--- src/rtl/hazard_scoreboard.sv ---
// Load-use stall, redirect flush and registered EX forward-select control for the in-order pipeline.
// Build option: define HAZARD_FWD_EN for operand forwarding; undefined, every RAW dependency stalls.
module hazard_scoreboard #(
    parameter int NREG     = 32,
    parameter int RAW      = 5,
    parameter int DEPTH    = 3,
    parameter int LOAD_LAT = 1,
    parameter int SELW     = 3
) (
    input  logic            clk,
    input  logic            rst,
    input  logic            id_valid,
    input  logic [RAW-1:0]  id_rs1,
    input  logic            id_rs1_use,
    input  logic [RAW-1:0]  id_rs2,
    input  logic            id_rs2_use,
    input  logic [RAW-1:0]  id_rd,
    input  logic            id_rd_we,
    input  logic            id_is_load,
    input  logic            ex_redirect,
    output logic            stall_if,
    output logic            bubble_id,
    output logic            flush_id,
    output logic [SELW-1:0] fwd1_sel,
    output logic [SELW-1:0] fwd2_sel,
    output logic            busy
);

    logic [DEPTH:1]  v_q, we_q, ld_q;
    logic [RAW-1:0]  rd_q [1:DEPTH];
    logic [SELW-1:0] fwd1_q, fwd1_d, fwd2_q, fwd2_d;

    logic [SELW-1:0] y1, y2;
    logic            y1_ld, y2_ld;
    logic            rs1_live, rs2_live;
    logic            haz1, haz2, advance;

    // Reg 0 and addresses outside the register file never create a dependency.
    assign rs1_live = id_rs1_use && (id_rs1 != '0) && ({1'b0, id_rs1} < (RAW+1)'(NREG));
    assign rs2_live = id_rs2_use && (id_rs2 != '0) && ({1'b0, id_rs2} < (RAW+1)'(NREG));

    // Scan oldest to youngest so the youngest matching slot is what remains.
    always_comb begin
        y1    = '0;
        y2    = '0;
        y1_ld = 1'b0;
        y2_ld = 1'b0;
        for (int s = DEPTH; s >= 1; s--) begin
            if (v_q[s] && we_q[s] && rs1_live && (rd_q[s] == id_rs1)) begin
                y1    = SELW'(s);
                y1_ld = ld_q[s];
            end
            if (v_q[s] && we_q[s] && rs2_live && (rd_q[s] == id_rs2)) begin
                y2    = SELW'(s);
                y2_ld = ld_q[s];
            end
        end
    end

`ifdef HAZARD_FWD_EN
    assign haz1 = (y1 != '0) && y1_ld && (y1 <= SELW'(LOAD_LAT));
    assign haz2 = (y2 != '0) && y2_ld && (y2 <= SELW'(LOAD_LAT));
    assign fwd1_d = advance ? y1 : '0;
    assign fwd2_d = advance ? y2 : '0;
`else
    logic unused_ld;
    assign unused_ld = y1_ld ^ y2_ld;
    assign haz1   = (y1 != '0);
    assign haz2   = (y2 != '0);
    assign fwd1_d = '0;
    assign fwd2_d = '0;
`endif

    // A redirect kills the ID instruction, so it never waits on a hazard.
    assign stall_if  = id_valid && (haz1 || haz2) && !ex_redirect;
    assign bubble_id = stall_if;
    assign flush_id  = ex_redirect;
    assign advance   = id_valid && !stall_if && !ex_redirect;
    assign busy      = |v_q;
    assign fwd1_sel  = fwd1_q;
    assign fwd2_sel  = fwd2_q;

    always_ff @(posedge clk or posedge rst) begin
        if (rst) begin
            v_q    <= '0;
            we_q   <= '0;
            ld_q   <= '0;
            fwd1_q <= '0;
            fwd2_q <= '0;
            for (int s = 1; s <= DEPTH; s++) begin
                rd_q[s] <= '0;
            end
        end else begin
            for (int s = DEPTH; s >= 2; s--) begin
                v_q[s]  <= v_q[s-1];
                we_q[s] <= we_q[s-1];
                ld_q[s] <= ld_q[s-1];
                rd_q[s] <= rd_q[s-1];
            end
            v_q[1]  <= advance;
            we_q[1] <= id_rd_we;
            ld_q[1] <= id_is_load;
            rd_q[1] <= id_rd;
            fwd1_q  <= fwd1_d;
            fwd2_q  <= fwd2_d;
        end
    end

endmodule
--- config.mk ---
export PLATFORM = sky130hd
export DESIGN_NAME = hazard_scoreboard
export DESIGN_NICKNAME = d
export VERILOG_FILES = /design/src/rtl/hazard_scoreboard.sv
export SDC_FILE = /design/constraint.sdc
export NUM_CORES = 1
export LEC_CHECK = 0
export BUFFER_PORTS_ARGS = -buffer_cell sky130_fd_sc_hd__buf_2
export CAP_MARGIN = 40
export CORE_MARGIN = 2
export CORE_UTILIZATION = 40
export DETAILED_ROUTE_END_ITERATION = 12
export GPL_TIMING_DRIVEN = 0
export PLACE_DENSITY = 0.65
export SYNTH_ARGS = -nofsm -noshare
export SYNTH_HDL_FRONTEND = slang
export SYNTH_SLANG_ARGS = --single-unit
export TNS_END_PERCENT = 5
--- constraint.sdc ---
create_clock -name clk -period 3.7 [get_ports clk]
set_input_delay 0.74 -clock clk [delete_from_list [all_inputs] [get_ports clk]]
set_output_delay 0.74 -clock clk [all_outputs]
set_load 0.05 [all_outputs]
==> results of run 1 <==
==> cell type report <==
| class | count | share of cell area (%) |
|---|---|---|
| Tap cell | 30 | 3.07 |
| Buffer | 8 | 4.92 |
| Inverter | 1 | 0.307 |
| Clock inverter | 1 | 0.410 |
| Clock buffer | 3 | 1.84 |
| Sequential cell | 21 | 43.0 |
| Timing Repair Buffer | 25 | 10.2 |
| Multi-Input combinational cell | 58 | 36.2 |
==> logic make-up (layout without fill, tap and decap cells) <==
family,Yosys count,count (layout),synth area share (%)
other cells,1,6,0.370
buf+inv,9,38,6.30
compound gates,5,5,3.21
xor+xnor,30,30,26.0
flops,21,21,51.9
simple gates,17,17,12.2
==> layer usage <==
| layer | up-vias | part of all wire, % |
|---|---|---|
| met5 | - | 0 |
| met1 | 337 | 40 |
| met4 | 0 | 3.6 |
| li1 | 340 | - |
| met3 | 7 | 5.9 |
| met2 | 27 | 51 |
==> worst reg2reg max path: stages, from the launching register on <==
cell,delay [ns]
dfrtp_1,0.43
xor2_1,0.16
nor4_1,0.33
nand4_1,0.17
a31o_1,0.24
and3b_1,0.16
==> sequential cells by signal, indices dropped and copies added (netlist names) <==
signal  count
rd_q       15
v_q         3
we_q        3
==> cell usage after synthesis, drive strengths merged <==
| cell type | count |
|---|---|
| nand4 | 6 |
| o21ai | 2 |
| inv | 1 |
| xor2 | 24 |
| xnor2 | 6 |
| a21oi | 1 |
| and3b | 1 |
| or3 | 1 |
| conb | 1 |
| nand2b | 1 |
| nor4 | 6 |
| dfrtp | 21 |
| buf | 8 |
| or4 | 2 |
| a31o | 2 |
==> worst max-delay path by stage <==
stage | start | endpoint | slack [ns]
after global routing | id_rs1[3] | stall_if | 0.52
after floorplan | id_rs1[4] | stall_if | 0.32
after detailed placement | id_rs1[3] | stall_if | 0.63
after CTS | id_rs1[3] | stall_if | 0.60
final | id_rs1[3] | stall_if | 0.62
after global placement | id_rs1[3] | stall_if | 0.65
==> per-stage QoR <==
stage	utilization (%)	total power (W)
4_1_cts	50.2	0.000446
3_5_place_dp	49.1	0.000340
3_3_place_gp	49.1	0.000338
5_1_grt	50.2	0.000461
6_report	50.2	0.000444
2_1_floorplan	-	0.000312
==> where the power goes <==
part / switching, W / internal (W)
sequential: 0.0000118 / 0.000241
clock: 0.0000694 / 0.0000405
combinational: 0.0000489 / 0.0000326
total: 0.000130 / 0.000314
==> results_dict.tcl, run 1 <==
set metrics [dict create \
    status "finished, final reports clean" \
    grt-busiest-layer "met2" \
    met2_usage_pct 26.5 \
    post_cts_buffers 0 \
    worst-r2r-cell-count 5 \
    clk_latency_ns 0.31 \
    min_from "we_q[1]" \
    grt_max_degree 22 \
    grt_pass1_wl_mm 3.06 \
    rows 18 \
    dr.pass1.iters 3 \
    whs_path_depth 0 \
    vias_per_cell 4.84 \
    yosysTopAreaCellShare_pct 51.9 \
    cpLargestDelayFamily "buffers and inverters" \
    clock_sinks 21 \
    layout_commonest_cell "buf_2" \
    rsz0062_at_grt "no" \
    final_cells 147 \
    hold_slack_ns 0.423 \
    synth_warnings 0 \
    power.density_nw_per_um2 364 \
    ctsLongestPathBuffers 2 \
    final_cell_mix "25 x buf_2, 24 x xor2_1, 21 x dfrtp_1" \
    preCtsSetupSlack_ns 0.628 \
    layout-drive-gt1-share_pct 33.3 \
    setup_slack_ns 0.623 \
    grt_pass1_vias 711 \
    cts_inserted_buffers 3 \
    cts_root_buffer "clkbuf_4" \
    path_cells "buf_2 > xor2_1 > nor4_1 > nand4_1 > a31o_1 > a21oi_1 > buf_4 > buf_2" \
    design_area_um2 1220 \
    r2r-start "rd_q[13]" \
    antenna_cells 0 \
    synth_seq_cells 21 \
    die_height_um 54.3 \
    finalSetupViolCount 0 \
    grt-ovfl-total 0 \
    slew_violations 0 \
    synth.avg_cell_area_um2 12.2 \
    hold_end "we_q[2]" \
    cts_tree "yes" \
    hold_path_class "reg2reg" \
    coreArea_um2 2430 \
    area_growth_pct 20.6 \
    drt-initial-drc-count 1 \
    yosys.area.top_type "dfrtp_1" \
    fp.dieW_um 54.3 \
    final.period_utilization_pct 83.2 \
    vias 711 \
    routed_wl_mm 1.93 \
    worst_pin_slew_ns 0.763 \
    pin_count 33 \
    port_buffers 25 \
    reg2reg_slack_ns 2.10 \
    crit_cells 8 \
    slowest_delay_ns 0.33 \
    grt_usage_pct 15.3 \
    fin_crit_ns 3.08 \
    hold_buffers 0 \
    antenna_left 0 \
    path_clk_slew_ns 0.11 \
    antenna_found_initial 0 \
    start_util_pct 41.6 \
    met3_usage_pct 2.73 \
    cp_max_fo 4 \
    regToRegEndpoint "v_q[1]" \
    end_kind "output port" \
    post-dp-hpwl_mm 1.61 \
    fill_cells 220 \
    die_area_um2 2950 \
    startpoint_type "input port" \
    hold_viol_final 0 \
    clock_skew_ns 0.00244 \
    synthTopCellsByArea "dfrtp_1 52%, xor2_1 21%, buf_4 5.9%" \
    fmax_mhz 325 \
    wl_per_cell_um 13.1 \
    leakagePower_nw 0.576 \
    placed_cell_area_um2 1190 \
    cts_resized 0 \
    placed_cells 143 \
    cpMaxStageDelayCell "nor4_1" \
    gp_congestion 0.733 \
    ir_worst_vdd_mv 0.267 \
    timing.critical_path.buf_inv 3 \
    cts_max_level 1 \
    yosysSeqAreaShare_pct 51.9 \
    timing.slew.headroom_pct 49.1 \
    seq_area_um2 526 \
    synth_area_um2 1010 \
    crit_type "in2out" \
    layout.nets 141 \
    cp.required_ns 2.96 \
    netlist-cell-type-count 16 \
    gr-usage-met1_pct 17.0 \
    setup_tns_ns 0 \
    cpMostUsedCell "buf_2" \
    drc 0 \
    crit_arrival_ns 2.34 \
    multiInputGateArea_um2 442 \
    netlist_instances 83 \
    max_cap_viol_count 0 \
]
Power figures use the tool's default switching activity.
==> run 2: changes to the inputs <==
Settings changed: PLACE_DENSITY 0.65 to 0.68.
Clock period 3.7 ns to 2.68 ns, I/O delays scaled along.
==> run 2 against run 1 <==
Against the previous run: sequential power rose by 38%; clock skew increased by 0.0026 ns; worst setup slack worse by 0.50 ns; largest cell class unchanged.
==> results_dict.tcl, run 2 (same netlist as run 1, synthesis figures left out) <==
set metrics [dict create \
    status "finished, final reports clean" \
    fill_cells 235 \
    post-dp-hpwl_mm 1.59 \
    finalSetupViolCount 0 \
    whs_path_depth 1 \
    dr.pass1.iters 4 \
    placed_cells 143 \
    die_height_um 54.3 \
    antenna_found_initial 0 \
    r2r-start "rd_q[14]" \
    min_from "id_rd[1]" \
    reg.largest.list "rd_q: 15 flops, v_q: 3 flops, we_q: 3 flops" \
    top_register "rd_q" \
    crit_arrival_ns 2.02 \
    timing.slew.headroom_pct 48.0 \
    antenna_cells 0 \
    worst_pin_slew_ns 0.779 \
    preCtsSetupSlack_ns 0.0323 \
    vias 705 \
    die_area_um2 2950 \
    reg2reg_slack_ns 1.11 \
    routed_wl_mm 1.91 \
    startpoint_type "register" \
    ctsLongestPathBuffers 2 \
    hold_end "rd_q[11]" \
    grt_max_degree 22 \
    setup_tns_ns 0 \
    cpMaxStageDelayCell "dfrtp_1" \
    grt_pass1_wl_mm 2.99 \
    rows 18 \
    crit_start "rd_q[11]" \
    fp.dieW_um 54.3 \
    layout-drive-gt1-share_pct 35.0 \
    clock_skew_ns 0.00504 \
    port_buffers 25 \
    area_growth_pct 22.2 \
    cts_tree "yes" \
    slowest_delay_ns 0.44 \
    hold_buffers 0 \
    multiInputGateArea_um2 452 \
    cts_max_level 1 \
    gp_congestion 0.745 \
    max_cap_viol_count 0 \
    end_kind "output port" \
    grt_usage_pct 14.6 \
    rsz0062_at_grt "no" \
    final.period_utilization_pct 95.3 \
    grt_pass1_vias 700 \
    drt-initial-drc-count 6 \
    layout.nets 141 \
    ir_worst_vdd_mv 0.435 \
    wl_per_cell_um 13.0 \
    path_clk_slew_ns 0.12 \
    clk_latency_ns 0.30 \
    cp_max_fo 3 \
    cts_inserted_buffers 3 \
    path_cells "xor2_1 > nor4_2 > nand4_1 > a31o_1 > a21oi_2 > buf_2" \
    setup_slack_ns 0.127 \
    start_util_pct 41.6 \
    clock_sinks 21 \
    fmax_mhz 392 \
    crit_type "reg2out" \
    fin_crit_ns 2.55 \
    hold_viol_final 0 \
    cts_root_buffer "clkbuf_4" \
    drc 0 \
    final_cell_mix "24 x xor2_1, 24 x buf_2, 21 x dfrtp_1" \
    vias_per_cell 4.80 \
    pin_count 33 \
    hold_path_class "in2reg" \
    coreArea_um2 2430 \
    final_cells 147 \
    post_cts_buffers 0 \
    grt-ovfl-total 0 \
    seq_area_um2 526 \
    slew_violations 0 \
    cp.required_ns 2.14 \
    regToRegEndpoint "v_q[1]" \
    worst-r2r-cell-count 5 \
    antenna_left 0 \
    leakagePower_nw 0.577 \
    largest_register_ffs 15 \
    power.density_nw_per_um2 494 \
]
## run 2: metal layers
metal	vias to the layer above	wire, um	share of wire, %	global-route usage, %
met5	-	0	0	0
met1	337	744	39	15.9
met2	23	1040	54	26.7
li1	341	-	-	-
met3	4	96	5.0	2.73
met4	0	28	1.5	7.50
## run 2: per-stage QoR
step | instance area [um2] | util [%] | total power (W) | hold WS (ns)
after floorplan | 1030 | - | 0.000431 | 0.373
after global placement | 1200 | 49.2 | 0.000466 | 0.393
after detailed placement | 1200 | 49.2 | 0.000469 | 0.398
after CTS | 1230 | 50.6 | 0.000619 | 0.325
after global routing | 1240 | 50.9 | 0.000643 | 0.311
final | 1240 | 50.9 | 0.000611 | 0.334
## run 2: power breakdown
group	internal (W)	switching (W)	leakage, nW
sequential	0.000333	0.0000164	0.248
clock	0.0000555	0.0000919	0.0177
combinational	0.0000455	0.0000689	0.311
## run 2: critical path, delay by kind of cell, from the launching register on
family	cells	cell delay, ns
buffers and inverters	1	0.28
AND/OR/NAND/NOR	2	0.44
AO/OA/AOI/OAI	2	0.41
flip-flops	1	0.44
XOR/XNOR	1	0.17
## run 2: worst max path at each step
stage	end	slack, ns
final	bubble_id	0.13
after detailed placement	stall_if	0.03
after global placement	stall_if	0.07
after floorplan	stall_if	0.05
after CTS	stall_if	0.03
after global routing	bubble_id	0.007
## run 2: repair_timing
item,in CTS,in global routing
setup endpoints to repair,1,2
gates resized for setup,1,3
pin swaps,0,1
## run 2: layout make-up
class | count | share of cell area [%]
clock inverters | 1 | 0.404
multi-input cells | 58 | 36.5
well taps | 30 | 3.03
clock buffers | 3 | 1.82
inverters | 1 | 0.303
flip-flops and latches | 21 | 42.5
plain buffers | 8 | 4.85
repair buffers | 25 | 10.6
